--- src/rtl/scan_chain_ctrl_if.sv ---
`default_nettype none
// ============================================================================
// Module   : scan_chain_ctrl_if
// Function : Request/response and scan-chain signal bundle for scan_chain_ctrl
// Revision : 1.0
// ============================================================================
interface scan_chain_ctrl_if #(
    parameter int CHAIN_LEN = 8
);
    logic                 START;
    logic                 ABORT;
    logic [CHAIN_LEN-1:0] PAT_IN;
    logic                 SO;
    logic                 TE;
    logic                 TI;
    logic                 BUSY;
    logic                 DONE;
    logic [CHAIN_LEN-1:0] RESP;

    // Test control logic together with the scan chain itself
    modport master (
        output START, ABORT, PAT_IN, SO,
        input  TE, TI, BUSY, DONE, RESP
    );

    // The sequencer
    modport slave (
        input  START, ABORT, PAT_IN, SO,
        output TE, TI, BUSY, DONE, RESP
    );
endinterface
`default_nettype wire

--- src/rtl/scan_chain_ctrl.sv ---
`default_nettype none
// ============================================================================
// Module   : scan_chain_ctrl
// Function : Load / capture / unload sequencer for one muxed-D scan chain
// Revision : 1.0
// ============================================================================
module scan_chain_ctrl #(
    parameter int CHAIN_LEN  = 8,
    parameter int CAP_CYCLES = 1
) (
    input  wire logic         CP,
    input  wire logic         CD,
    scan_chain_ctrl_if.slave  bus
);
    localparam int MAX_LEN = (CHAIN_LEN > CAP_CYCLES) ? CHAIN_LEN : CAP_CYCLES;
    localparam int CNT_W   = $clog2(MAX_LEN) + 1;

    localparam logic [CNT_W-1:0] C_SHIFT_INIT = CNT_W'(CHAIN_LEN - 1);
    localparam logic [CNT_W-1:0] C_CAP_INIT   = CNT_W'(CAP_CYCLES - 1);
    localparam logic [CNT_W-1:0] C_CNT_ZERO   = '0;

    typedef enum logic [2:0] {
        S_IDLE    = 3'd0,
        S_LOAD    = 3'd1,
        S_CAPTURE = 3'd2,
        S_UNLOAD  = 3'd3,
        S_FIN     = 3'd4
    } state_t;

    state_t               r_state;
    logic [CNT_W-1:0]     r_cnt;
    logic [CHAIN_LEN-1:0] r_pat;
    logic [CHAIN_LEN-1:0] r_resp;
    logic                 r_te;
    logic                 r_ti;
    logic                 r_busy;
    logic                 r_done;

    logic w_accept;
    logic w_abort_run;
    logic w_cnt_zero;

    // FIN accepts a new request too, so back-to-back sequences lose no cycle
    assign w_accept    = bus.START && !bus.ABORT &&
                         ((r_state == S_IDLE) || (r_state == S_FIN));
    assign w_abort_run = bus.ABORT &&
                         ((r_state == S_LOAD) || (r_state == S_CAPTURE) ||
                          (r_state == S_UNLOAD));
    assign w_cnt_zero  = (r_cnt == C_CNT_ZERO);

    always_ff @(posedge CP or negedge CD) begin
        if (!CD) begin
            r_state <= S_IDLE;
            r_cnt   <= '0;
            r_pat   <= '0;
            r_resp  <= '0;
            r_te    <= 1'b0;
            r_ti    <= 1'b0;
            r_busy  <= 1'b0;
            r_done  <= 1'b0;
        end else begin
            r_done <= 1'b0;
            if (w_abort_run) begin
                r_state <= S_IDLE;
                r_cnt   <= '0;
                r_te    <= 1'b0;
                r_ti    <= 1'b0;
                r_busy  <= 1'b0;
            end else begin
                case (r_state)
                    S_IDLE, S_FIN: begin
                        if (w_accept) begin
                            r_state <= S_LOAD;
                            r_cnt   <= C_SHIFT_INIT;
                            r_pat   <= bus.PAT_IN;
                            r_resp  <= '0;
                            r_te    <= 1'b1;
                            r_ti    <= bus.PAT_IN[CHAIN_LEN-1];
                            r_busy  <= 1'b1;
                        end else begin
                            r_state <= S_IDLE;
                            r_te    <= 1'b0;
                            r_ti    <= 1'b0;
                            r_busy  <= 1'b0;
                        end
                    end

                    S_LOAD: begin
                        if (w_cnt_zero) begin
                            r_state <= S_CAPTURE;
                            r_cnt   <= C_CAP_INIT;
                            r_te    <= 1'b0;
                            r_ti    <= 1'b0;
                        end else begin
                            // MSB first: the next bit out is always the one below the top
                            r_cnt <= r_cnt - 1'b1;
                            r_ti  <= r_pat[CHAIN_LEN-2];
                            r_pat <= {r_pat[CHAIN_LEN-2:0], 1'b0};
                        end
                    end

                    S_CAPTURE: begin
                        if (w_cnt_zero) begin
                            r_state <= S_UNLOAD;
                            r_cnt   <= C_SHIFT_INIT;
                            r_te    <= 1'b1;
                            r_ti    <= 1'b0;
                        end else begin
                            r_cnt <= r_cnt - 1'b1;
                        end
                    end

                    S_UNLOAD: begin
                        // Counter equals CHAIN_LEN-1-j in unload cycle j, i.e. the RESP index
                        for (int i = 0; i < CHAIN_LEN; i++) begin
                            if (r_cnt == CNT_W'(i)) begin
                                r_resp[i] <= bus.SO;
                            end
                        end
                        if (w_cnt_zero) begin
                            r_state <= S_FIN;
                            r_te    <= 1'b0;
                            r_ti    <= 1'b0;
                            r_busy  <= 1'b0;
                            r_done  <= 1'b1;
                        end else begin
                            r_cnt <= r_cnt - 1'b1;
                        end
                    end

                    default: begin
                        r_state <= S_IDLE;
                        r_te    <= 1'b0;
                        r_ti    <= 1'b0;
                        r_busy  <= 1'b0;
                    end
                endcase
            end
        end
    end

    assign bus.TE   = r_te;
    assign bus.TI   = r_ti;
    assign bus.BUSY = r_busy;
    assign bus.DONE = r_done;
    assign bus.RESP = r_resp;

endmodule
`default_nettype wire

--- src/flat_wrapper.sv ---
// flat-port wrapper written by rule: the top's interface ports become plain ports
module scan_chain_ctrl_flat 
#(
    parameter int CHAIN_LEN  = 8,
    parameter int CAP_CYCLES = 1
)
  (CP, CD, bus_START, bus_ABORT, bus_PAT_IN, bus_SO, bus_TE, bus_TI, bus_BUSY, bus_DONE, bus_RESP);
  scan_chain_ctrl_if #(.CHAIN_LEN(CHAIN_LEN)) bus_i ();
  input  wire logic CP;
  input  wire logic CD;
  input wire logic [$bits(bus_i.START)-1:0] bus_START;
  input wire logic [$bits(bus_i.ABORT)-1:0] bus_ABORT;
  input wire logic [$bits(bus_i.PAT_IN)-1:0] bus_PAT_IN;
  input wire logic [$bits(bus_i.SO)-1:0] bus_SO;
  output wire logic [$bits(bus_i.TE)-1:0] bus_TE;
  output wire logic [$bits(bus_i.TI)-1:0] bus_TI;
  output wire logic [$bits(bus_i.BUSY)-1:0] bus_BUSY;
  output wire logic [$bits(bus_i.DONE)-1:0] bus_DONE;
  output wire logic [$bits(bus_i.RESP)-1:0] bus_RESP;
  assign bus_i.START = bus_START;
  assign bus_i.ABORT = bus_ABORT;
  assign bus_i.PAT_IN = bus_PAT_IN;
  assign bus_i.SO = bus_SO;
  assign bus_TE = bus_i.TE;
  assign bus_TI = bus_i.TI;
  assign bus_BUSY = bus_i.BUSY;
  assign bus_DONE = bus_i.DONE;
  assign bus_RESP = bus_i.RESP;
  scan_chain_ctrl #(.CHAIN_LEN(CHAIN_LEN), .CAP_CYCLES(CAP_CYCLES)) u_core (.CP(CP), .CD(CD), .bus(bus_i));
endmodule
--- config.mk ---
export PLATFORM = sky130hd
export DESIGN_NAME = scan_chain_ctrl_flat
export DESIGN_NICKNAME = d
export VERILOG_FILES = /design/src/rtl/scan_chain_ctrl_if.sv /design/src/rtl/scan_chain_ctrl.sv /design/src/flat_wrapper.sv
export SDC_FILE = /design/constraint.sdc
export NUM_CORES = 1
export LEC_CHECK = 0
export ABC_AREA = 0
export CORE_ASPECT_RATIO = 1.75
export CORE_MARGIN = 1.5
export CORE_UTILIZATION = 40
export DETAILED_ROUTE_END_ITERATION = 10
export PLACE_DENSITY_LB_ADDON = 0.15
export SETUP_SLACK_MARGIN = 0.4
export SYNTH_ARGS = -nofsm -noshare
export SYNTH_HDL_FRONTEND = slang
export SYNTH_SLANG_ARGS = --single-unit
--- constraint.sdc ---
create_clock -name CP -period 2 [get_ports CP]
set_input_delay 0.6 -clock CP [delete_from_list [all_inputs] [get_ports CP]]
set_output_delay 0.6 -clock CP [all_outputs]
set_load 0.1 [all_outputs]
# --- After elaboration in Yosys (flattened, before gate mapping) ---
# Cells that the tools add are included.
op_classes:
  n_eq_ne: 29
  add_sub_neg: 1
  n_reduce_logical: 29
  n_bitwise: 1
  mux: 39
op_table:
  columns: ["op", "n"]
  rows:
  - ["$reduce_and 4->1", 9]
  - ["$mux 1", 20]
  - ["$mux 4", 5]
  - ["$ne 3x1->1 const B", 6]
  - ["$eq 4x3->1 const B", 4]
  - ["$ne 2x2->1 const B", 8]
  - ["$pmux 4 s4", 1]
  - ["$pmux 8 s2", 1]
  - ["$mux 7", 2]
  - ["$pmux 7 s2", 1]
  - ["$mux 3", 4]
  - ["$pmux 3 s4", 1]
  - ["$pmux 1 s3", 3]
  - ["$eq 4x2->1 const B", 2]
  - ["$mux 8", 1]
  - ["$reduce_or 2->1", 4]
  - ["$eq 3x2->1 const B", 2]
  - ["$ne 2x1->1 const B", 3]
  - ["$reduce_and 3->1", 2]
  - ["$reduce_bool 5->1", 1]
  - ["$eq 4x1->1 const B", 1]
  - ["$logic_not 4->1", 1]
  - ["$reduce_and 2->1", 2]
  - ["$reduce_bool 2->1", 2]
  - ["9 further kinds", 13]
word_totals:
  out_inout_bits: 12
  elab_cells: 114
  inputBits: 13
  register_bits: 26

# --- Longest topological paths before layout ---
# Gate-level depths: netlist of run 1.
depth:
  word_depth: 6
  ltp_mapped: 7
  ltp_nobuf: 6

# --- Worst setup path after synthesis of run 1 ---
# OpenSTA, ideal clock, no wires.
synth_path:
  path_type: "register to register"
  startpoint: "reg u_core.r_cnt[0]"
  endpoint: "reg u_core.r_pat[0]"
  t_arrival_ns: 1.790
  path_buffers: 0
  slack_ns: 0.085
  period_less_slack_ns: 1.915
  stages_incl_launch_ff: 7
  setup_time_ns: 0.125
  required_time_ns: 1.875
  path_cell_list: "dfrtp_1 inv_1 ha_1 nor3b_4 nor2_2 o211ai_4 mux2_2"
synth_via:
  elab_chain_len: 3
synth_rtl:
  columns: ["element", "line", "text"]
  rows:
  - ["from (decl)", "scan_chain_ctrl.sv:31", "logic [CNT_W-1:0] r_cnt;"]
  - ["from (signal assigned)", "scan_chain_ctrl.sv:96", "r_cnt <= r_cnt - 1'b1;"]
  - ["from (signal assigned)", "scan_chain_ctrl.sv:109", "r_cnt <= r_cnt - 1'b1;"]
  - ["from (signal assigned)", "scan_chain_ctrl.sv:127", "r_cnt <= r_cnt - 1'b1;"]
  - ["$logic_not 4->1", "scan_chain_ctrl.sv:49", "assign w_cnt_zero = (r_cnt == C_CNT_ZERO);"]
  - ["$ne 2x2->1 (no line)", null, null]
  - ["$reduce_and 4->1 (no line)", null, null]
  - ["to (signal assigned)", "scan_chain_ctrl.sv:75", "r_pat <= bus.PAT_IN;"]
  - ["to (signal assigned)", "scan_chain_ctrl.sv:98", "r_pat <= {r_pat[CHAIN_LEN-2:0], 1'b0};"]
  - ["to (decl)", "scan_chain_ctrl.sv:32", "logic [CHAIN_LEN-1:0] r_pat;"]
# Every way passes these cells.
# A chain may end at the register's enable or synchronous reset.

# --- Final worst setup path of run 1 ---
layout_path:
  startpoint: "reg u_core.r_cnt[1]"
  endpoint: "reg u_core.r_cnt[2]"
layout_via:
  elab_chain_len: 4
  elab_cells_between_ends: 9
  cone_classes: "1 x add/sub; 1 x eq/ne; 5 x mux; 2 x reduce/logical"
layout_rtl:
  columns: ["element", "line", "text"]
  rows:
  - ["$sub 4x1->4 / $logic_not 4->1 (equally long branches)", null, null]
  - ["$mux 4 (on tied branches)", "scan_chain_ctrl.sv:120, scan_chain_ctrl.sv:89, scan_chain_ctrl.sv:103", null]
  - ["$pmux 4 s4", "scan_chain_ctrl.sv:70", "case (r_state)"]
  - ["$mux 4", "scan_chain_ctrl.sv:63", "if (w_abort_run) begin"]
# Parallel ways exist; a longest one is shown, timed or not. The select of a mux whose other input is x is not followed.

==> results.json, run 1 <==
{
  "status": "completed",
  "rr_worst_depth": 7,
  "drv_cap": 0,
  "crit_type": "reg -> reg",
  "gr-total-overflow": 0,
  "period_share": 0.854,
  "post_drt_via_cell_ratio": 5.61,
  "cts_sinks": 26,
  "dr_total_vias": 1448,
  "dp_hpwl_um": 2770,
  "seq_area_frac_synth": 0.408,
  "reg2reg_from": "u_core.r_cnt[1]$_DFFE_PN0P_",
  "critical_path_required_ns": 2.16,
  "tritoncts": "yes",
  "fp.dieArea_mm2": 0.00439,
  "rrSetupSlack_ns": 0.29,
  "synth.distinct_cells": 44,
  "synthesis.area_mm2": 0.00160,
  "die_x_um": 50.8,
  "drt_pass1_iterations": 4,
  "nets": 229,
  "maxSlewViolCount": 0,
  "drc": 0,
  "ys_ff_latch": 26,
  "initial_utilization": 0.413,
  "track_usage": 0.220,
  "hold_path_class": "reg -> reg",
  "core-area_mm2": 0.00387,
  "synth_flop_cell": "dfrtp_1",
  "cts_buffer_depth": 2,
  "setup_viol": 0,
  "ir_drop_v": 0.000526,
  "cts_htree_levels": 1,
  "ioPinCount": 25,
  "async_flop_share": 1.00,
  "ctsHoldBuffers": 0,
  "fmax_mhz": 585,
  "fin_crit_ns": 1.71,
  "rows": 30,
  "synth.yosys.warnings": 0,
  "grt_pass1_wl_um": 7360,
  "synthCells": 155,
  "powerDensity_mw_per_mm2": 802,
  "relSlewSlack": 0.661,
  "ant_nets": 0,
  "finalHoldViolations": 0,
  "hp-start": "u_core.r_pat[5]$_DFFE_PN0P_",
  "wl_um": 4360,
  "antenna_found_initial": 0,
  "synth_nets": 173,
  "pre_cts_slack_ns": -0.223,
  "root_buffer": "clkbuf_8",
  "p_leak_nw": 1.06,
  "synth.avg_cell_area_um2": 10.3,
  "drt_iter0_markers": 37,
  "arrival_ns": 1.87,
  "layout_commonest_cell": "buf_4",
  "startpoint": "u_core.r_cnt[1]$_DFFE_PN0P_",
  "worst_setup_path_start_kind": "register",
  "syn_to_final_growth_pct": 51.7,
  "rsz0062_at_grt": "true",
  "synth_edf_count": 0,
  "netlist.area_leader.share": 0.408,
  "end_kind": "register",
  "tightest_slew_ns": 0.504,
  "critPathCapture": "u_core.r_cnt[2]$_DFFE_PN0P_",
  "critPathMaxFanout": 8,
  "die_h_um": 86.6,
  "grt_max_degree": 27,
  "setup_tns_ns": 0,
  "gp_congestion": 0.830,
  "synth.largest_area_cell": "dfrtp_1",
  "layout-drive-gt1-share": 0.433,
  "port_buffers": 24,
  "wl_per_cell_um": 16.9,
  "r2r_end": "u_core.r_cnt[2]$_DFFE_PN0P_",
  "final_cell_mix": "buf_4, dfrtp_1, buf_12",
  "numCtsBuffers": 3,
  "post-route-util": 0.627,
  "power_w": 0.00194,
  "synthTopCellsByArea": "dfrtp_1, mux2_2, a22o_1",
  "fin_skew_ns": 0.00729,
  "grt_pass1_vias": 1567,
  "whs_ns": 0.523,
  "insertion_delay_ns": 0.28,
  "diodes": 0,
  "worst_slack_ns": 0.291,
  "clk_pin_slew_ns": 0.10
}
-- cell usage after synthesis (3+ instances only) --
| cell type | n |
|---|---|
| dfrtp_1 | 26 |
| mux2_2 | 15 |
| nand2_1 | 13 |
| a21o_1 | 8 |
| a21oi_1 | 8 |
| a22o_1 | 8 |
| nor2_1 | 6 |
| nor2b_1 | 6 |
| o21ai_0 | 6 |
| buf_2 | 5 |
| ha_1 | 5 |
| inv_1 | 5 |
| nor3_1 | 4 |
| o211ai_1 | 3 |
-- registers in the layout, indices dropped and copies added, names as in the netlist --
register         count
u_core.r_pat         7
u_core.bus.DONE      1
u_core.r_cnt         4
u_core.bus.RESP      8
u_core.bus.BUSY      1
u_core.bus.TI        1
u_core.bus.TE        1
u_core.r_state       3
-- through the flow --
step / cell area (um2) / std cells
floorplan: 1610 / 155
global placement: 2110 / 236
detailed placement: 2110 / 236
CTS: 2380 / 256
global route: 2420 / 258
finish: 2420 / 258
-- cell type report --
class,instances,area [um2]
Sequential cell,26,656
Fill cell,323,1440
Multi-Input combinational cell,115,957
Clock buffer,3,41.3
Inverter,5,18.8
Clock inverter,1,30.0
Timing Repair Buffer,60,659
Tap cell,48,60.1
-- critical path, stage by stage (launching register included) --
cell	delay, ns
dfrtp_1	0.41
inv_2	0.08
ha_4	0.15
nor3b_4	0.26
buf_6	0.18
a21boi_0	0.12
o2bb2ai_1	0.29
o2bb2ai_1	0.10
-- power breakdown --
part / internal [W] / leakage [nW] / switching (W)
Sequential: 0.000618 / 0.331 / 0.0000827
Combinational: 0.000417 / 0.695 / 0.000376
Clock: 0.000268 / 0.0357 / 0.000180
-- per-layer routing --
layer | share of wire | global-route usage | vias to the layer above
met5 | 0 | 0 | -
met4 | 0.032 | 0.123 | 0
met3 | 0.023 | 0.0207 | 14
li1 | - | - | 678
met1 | 0.38 | 0.245 | 726
met2 | 0.56 | 0.398 | 30
-- how the worst min path moves through the flow --
stage / cells after the start / endpoint / slack [ns]
5_1_grt: 1 / u_core.r_pat[2]$_DFFE_PN0P_ / 0.54
2_1_floorplan: 0 / u_core.bus.BUSY$_DFFE_PN0P_ / 0.30
3_5_place_dp: 1 / u_core.r_pat[5]$_DFFE_PN0P_ / 0.49
4_1_cts: 1 / u_core.r_pat[5]$_DFFE_PN0P_ / 0.51
3_3_place_gp: 1 / u_core.r_pat[0]$_DFFE_PN0P_ / 0.48
6_report: 1 / u_core.r_pat[5]$_DFFE_PN0P_ / 0.52
-- cell families after synthesis --
logic type / count (synthesis) / share of synthesized area
simple gates: 47 / 0.176
compound gates: 46 / 0.216
flops: 26 / 0.408
mux: 15 / 0.106
buf+inv: 14 / 0.0439
fa+ha+maj: 5 / 0.0392
xor+xnor: 2 / 0.0110
-- repair_timing --
item                       4_1_cts  5_1_grt
resized for setup               28       10
setup endpoints to repair       20       22
cloned                           0        0
setup buffers                   16        2
pin swaps                        5        7
hold endpoints to repair         0        0
Power figures use the tool's default switching activity.
==> run 2: changes to the inputs <==
- clock period: 2 -> 1.5 ns (I/O delays scaled with it)
==> results.json, run 2 (same netlist as run 1, synthesis figures left out) <==
{
  "status": "finished, violations left",
  "failed_checks": "negative setup slack",
  "fmax_mhz": 571,
  "layout-drive-gt1-share": 0.571,
  "diodes": 0,
  "die_x_um": 50.8,
  "fp.dieArea_mm2": 0.00439,
  "core-area_mm2": 0.00387,
  "powerDensity_mw_per_mm2": 1020,
  "gp_congestion": 0.878,
  "antenna_found_initial": 0,
  "setup_tns_ns": -2.74,
  "hold_path_class": "in -> async",
  "ioPinCount": 25,
  "critPathMaxFanout": 5,
  "critPathMaxStageDelay_ns": 0.42,
  "drc": 0,
  "dpl_cell_area_mm2": 0.00236,
  "insertion_delay_ns": 0.27,
  "numCtsBuffers": 3,
  "clk_pin_slew_ns": 0.10,
  "root_buffer": "clkbuf_8",
  "relSlewSlack": 0.772,
  "wl_um": 4680,
  "drt_pass1_iterations": 4,
  "finalHoldViolations": 0,
  "design_area_mm2": 0.00269,
  "critical_path_required_ns": 1.66,
  "cts_htree_levels": 1,
  "cp_slowest_cell": "or3b_4",
  "tightest_slew_ns": 0.340,
  "ant_nets": 0,
  "rrSetupSlack_ns": -0.25,
  "grt_pass1_vias": 1694,
  "nets": 250,
  "post_drt_via_cell_ratio": 5.57,
  "layout_commonest_cell": "buf_4",
  "drt_iter0_markers": 25,
  "grt_pass1_wl_um": 7690,
  "dp_hpwl_um": 3290,
  "rr_worst_depth": 6,
  "final_cell_mix": "buf_4, buf_12, dfrtp_1",
  "rsz0062_at_grt": "true",
  "post-route-util": 0.694,
  "worst_setup_path_start_kind": "register",
  "wl_per_cell_um": 16.8,
  "end_kind": "register",
  "rows": 30,
  "initial_utilization": 0.413,
  "dr_total_vias": 1555,
  "gr-total-overflow": 0,
  "setup_viol": 18,
  "fin_crit_ns": 1.75,
  "arrival_ns": 1.91,
  "fin_skew_ns": 0.00548,
  "crit_path_frequent_cell": "o211ai_1",
  "ctsHoldBuffers": 0,
  "die_h_um": 86.6,
  "period_share": 1.17,
  "worst_slack_ns": -0.251,
  "largest_reg_flops": 8,
  "startpoint": "u_core.r_cnt[1]$_DFFE_PN0P_",
  "drv_cap": 0,
  "maxSlewViolCount": 0,
  "track_usage": 0.229,
  "ir_drop_v": 0.00112,
  "grt_max_degree": 27,
  "reg2reg_from": "u_core.r_cnt[1]$_DFFE_PN0P_",
  "port_buffers": 24,
  "p_leak_nw": 1.16,
  "power_w": 0.00274,
  "tritoncts": "yes",
  "path_cells": "inv_2 > ha_4 > or3b_4 > o211ai_1 > o211ai_1 > mux2_4",
  "cts_buffer_depth": 2,
  "syn_to_final_growth_pct": 68.2,
  "crit_type": "reg -> reg",
  "cts_sinks": 26,
  "whs_ns": 0.518
}
run 2: cell types whose count changed in the layout (fill, tap and decap cells not counted), sizes merged:
cell          change
buf              +20
clkinvlp          +1
dlymetal6s2s      +1
inv               -1
run 2: final cells by class:
class | count | area [um2]
sequential | 26 | 696
inverter | 5 | 22.5
clock buffer | 3 | 41.3
timing repair buffer | 81 | 841
fill | 282 | 1180
tap | 48 | 60.1
multi-input combinational | 115 | 995
clock inverter | 1 | 30.0
run 2: power by group:
group          switching, W  leakage, nW  internal [W]  total [W]
clock              0.000232       0.0357      0.000357   0.000590
combinational      0.000560        0.809      0.000664    0.00122
sequential        0.0000984        0.312      0.000832   0.000930
run 2: critical path: cells and delay by family (launching register included):
kind / cells / cell delay (ns)
adder cells (fa/ha/maj): 1 / 0.15
flip-flops: 1 / 0.40
buffers and inverters: 1 / 0.08
AND/OR/NAND/NOR: 1 / 0.42
AO/OA/AOI/OAI: 2 / 0.32
multiplexers: 1 / 0.27
run 2: stage by stage:
stage          instances  setup slack, ns
4_1_cts              274           -0.219
2_1_floorplan        155           -0.332
6_report             279           -0.251
3_3_place_gp         261           -0.628
5_1_grt              279           -0.324
3_5_place_dp         261           -0.674
run 2: final timing paths:
path / endpoint
setup / recovery: u_core.r_cnt[0]$_DFFE_PN0P_
hold / removal: u_core.bus.RESP[0]$_DFFE_PN0P_
setup reg to reg: u_core.r_cnt[0]$_DFFE_PN0P_
hold reg to reg: u_core.r_pat[5]$_DFFE_PN0P_
max in group asynchronous: u_core.bus.RESP[7]$_DFFE_PN0P_
min in group CP: u_core.r_pat[5]$_DFFE_PN0P_
run 2: what timing repair did:
action | 4_1_cts | 5_1_grt
buffers inserted | 9 | 4
resized for setup | 28 | 15
cloned | 0 | 1
setup endpoints to repair | 38 | 38
pin swaps | 7 | 14
run 2: metal layers:
layer	track usage	vias to the layer above	part of all wire
met1	0.230	769	0.36
met2	0.451	48	0.58
met3	0.0293	14	0.031
li1	-	724	-
met5	0	-	0
met4	0.101	0	0.036
==> run 3: changes to the inputs <==
- GPL_ROUTABILITY_DRIVEN: not set -> 0
- PLACE_DENSITY: not set -> 0.65
- PLACE_DENSITY_LB_ADDON: 0.15 -> not set
==> results.json, run 3 (same netlist as run 1, synthesis figures left out) <==
{
  "ioPinCount": 25,
  "crit_type": "reg -> reg",
  "initial_utilization": 0.413,
  "tightest_slew_ns": 0.469,
  "final_cell_mix": "buf_4, buf_12, dfrtp_1",
  "die_h_um": 86.6,
  "diodes": 0,
  "drt_iter0_markers": 35,
  "multi_input_area_mm2": 0.00105,
  "wl_per_cell_um": 19.4,
  "largest_reg_flops": 8,
  "port_buffers": 24,
  "status": "finished, violations left",
  "numCtsBuffers": 3,
  "failed_checks": "negative setup slack",
  "drc": 0,
  "gr-total-overflow": 0,
  "insertion_delay_ns": 0.29,
  "maxSlewViolCount": 0,
  "nets": 249,
  "drv_cap": 0,
  "core-area_mm2": 0.00387,
  "cts_sinks": 26,
  "critPathMaxFanout": 5,
  "ir_drop_v": 0.00110,
  "fillerInstances": 285,
  "antenna_found_initial": 0,
  "finalHoldViolations": 0,
  "rows": 30,
  "fmax_mhz": 539,
  "rsz0062_at_grt": "true",
  "die_x_um": 50.8,
  "wl_um": 5390,
  "critical_path_required_ns": 1.68,
  "dp_cells": 262,
  "track_usage": 0.269,
  "layout_commonest_cell": "buf_4",
  "grt_pass1_wl_um": 8700,
  "worst_slack_ns": -0.356,
  "p_leak_nw": 1.16,
  "tritoncts": "yes",
  "end_kind": "register",
  "dp_hpwl_um": 3820,
  "hold_path_class": "in -> async",
  "relSlewSlack": 0.685,
  "worst_setup_path_start_kind": "register",
  "cts_htree_levels": 1,
  "drt_pass1_iterations": 4,
  "fin_cells": 278,
  "cts_buffer_depth": 2,
  "clk_pin_slew_ns": 0.10,
  "arrival_ns": 2.04,
  "post_drt_via_cell_ratio": 5.88,
  "fin_skew_ns": 0.00947,
  "ctsHoldBuffers": 0,
  "ant_nets": 0,
  "layout-drive-gt1-share": 0.578,
  "root_buffer": "clkbuf_8",
  "grt_pass1_vias": 1787,
  "fp.dieArea_mm2": 0.00439,
  "dr_total_vias": 1634,
  "seqCellArea_um2": 694,
  "fin_crit_ns": 1.86,
  "syn_to_final_growth_pct": 72.2,
  "grt_max_degree": 27,
  "setup_tns_ns": -3.88,
  "setup_viol": 23,
  "powerDensity_mw_per_mm2": 1020,
  "post-route-util": 0.711,
  "period_share": 1.24
}
## run 3: critical path: stages (launching register included)
cell and delay [ns]:
dfrtp_1 0.40, inv_2 0.08, ha_4 0.17, or3b_4 0.43
o211ai_1 0.24, o211ai_1 0.15, mux2_2 0.28
## run 3: stage by stage
step | power, W | hold slack [ns] | worst slack [ns] | cell area (um2)
floorplan | 0.00151 | 0.154 | -0.332 | 1670
global placement | 0.00192 | 0.487 | -0.514 | 2380
detailed placement | 0.00197 | 0.493 | -0.574 | 2380
CTS | 0.00271 | 0.514 | -0.249 | 2640
global route | 0.00293 | 0.532 | -0.394 | 2750
finish | 0.00281 | 0.510 | -0.356 | 2750
## run 3: final cells by class
cell class / instances / share of cell area
sequential: 26 / 0.253
timing repair buffer: 80 / 0.309
tap: 48 / 0.0218
clock inverter: 1 / 0.0109
clock buffer: 3 / 0.0150
multi-input combinational: 115 / 0.384
inverter: 5 / 0.00683
## run 3: final timing paths
kind	startpoint	endpoint	slack [ns]	cells after the start
max in group asynchronous	CD	u_core.bus.TI$_DFFE_PN0P_	0.81	2
max reg2reg	u_core.r_cnt[0]$_DFFE_PN0P_	u_core.r_cnt[0]$_DFFE_PN0P_	-0.36	6
min	CD	u_core.bus.RESP[0]$_DFFE_PN0P_	0.51	2
min in group CP	u_core.r_pat[0]$_DFFE_PN0P_	u_core.r_pat[0]$_DFFE_PN0P_	0.52	1
max	u_core.r_cnt[0]$_DFFE_PN0P_	u_core.r_cnt[0]$_DFFE_PN0P_	-0.36	6
min reg2reg	u_core.r_pat[0]$_DFFE_PN0P_	u_core.r_pat[0]$_DFFE_PN0P_	0.52	1
## run 3: routing by layer
layer | wire [um] | up-vias | global-route usage
li1 | - | 718 | -
met1 | 1730 | 815 | 0.258
met2 | 3080 | 70 | 0.496
met3 | 195 | 31 | 0.0362
met4 | 382 | 0 | 0.206
met5 | 0 | - | 0
## run 3: power breakdown
| group | switching (W) | total [W] | internal (W) |
|---|---|---|---|
| Clock | 0.000254 | 0.000612 | 0.000358 |
| Sequential | 0.000101 | 0.000931 | 0.000830 |
| Combinational | 0.000604 | 0.00126 | 0.000661 |
## run 3: repair_timing
item / in CTS / in global routing
endpoints found under the hold margin: 0 / 0
setup buffers: 8 / 4
resized for setup: 34 / 17
setup endpoints to repair: 38 / 38
pin swaps: 13 / 6
cloned: 0 / 0
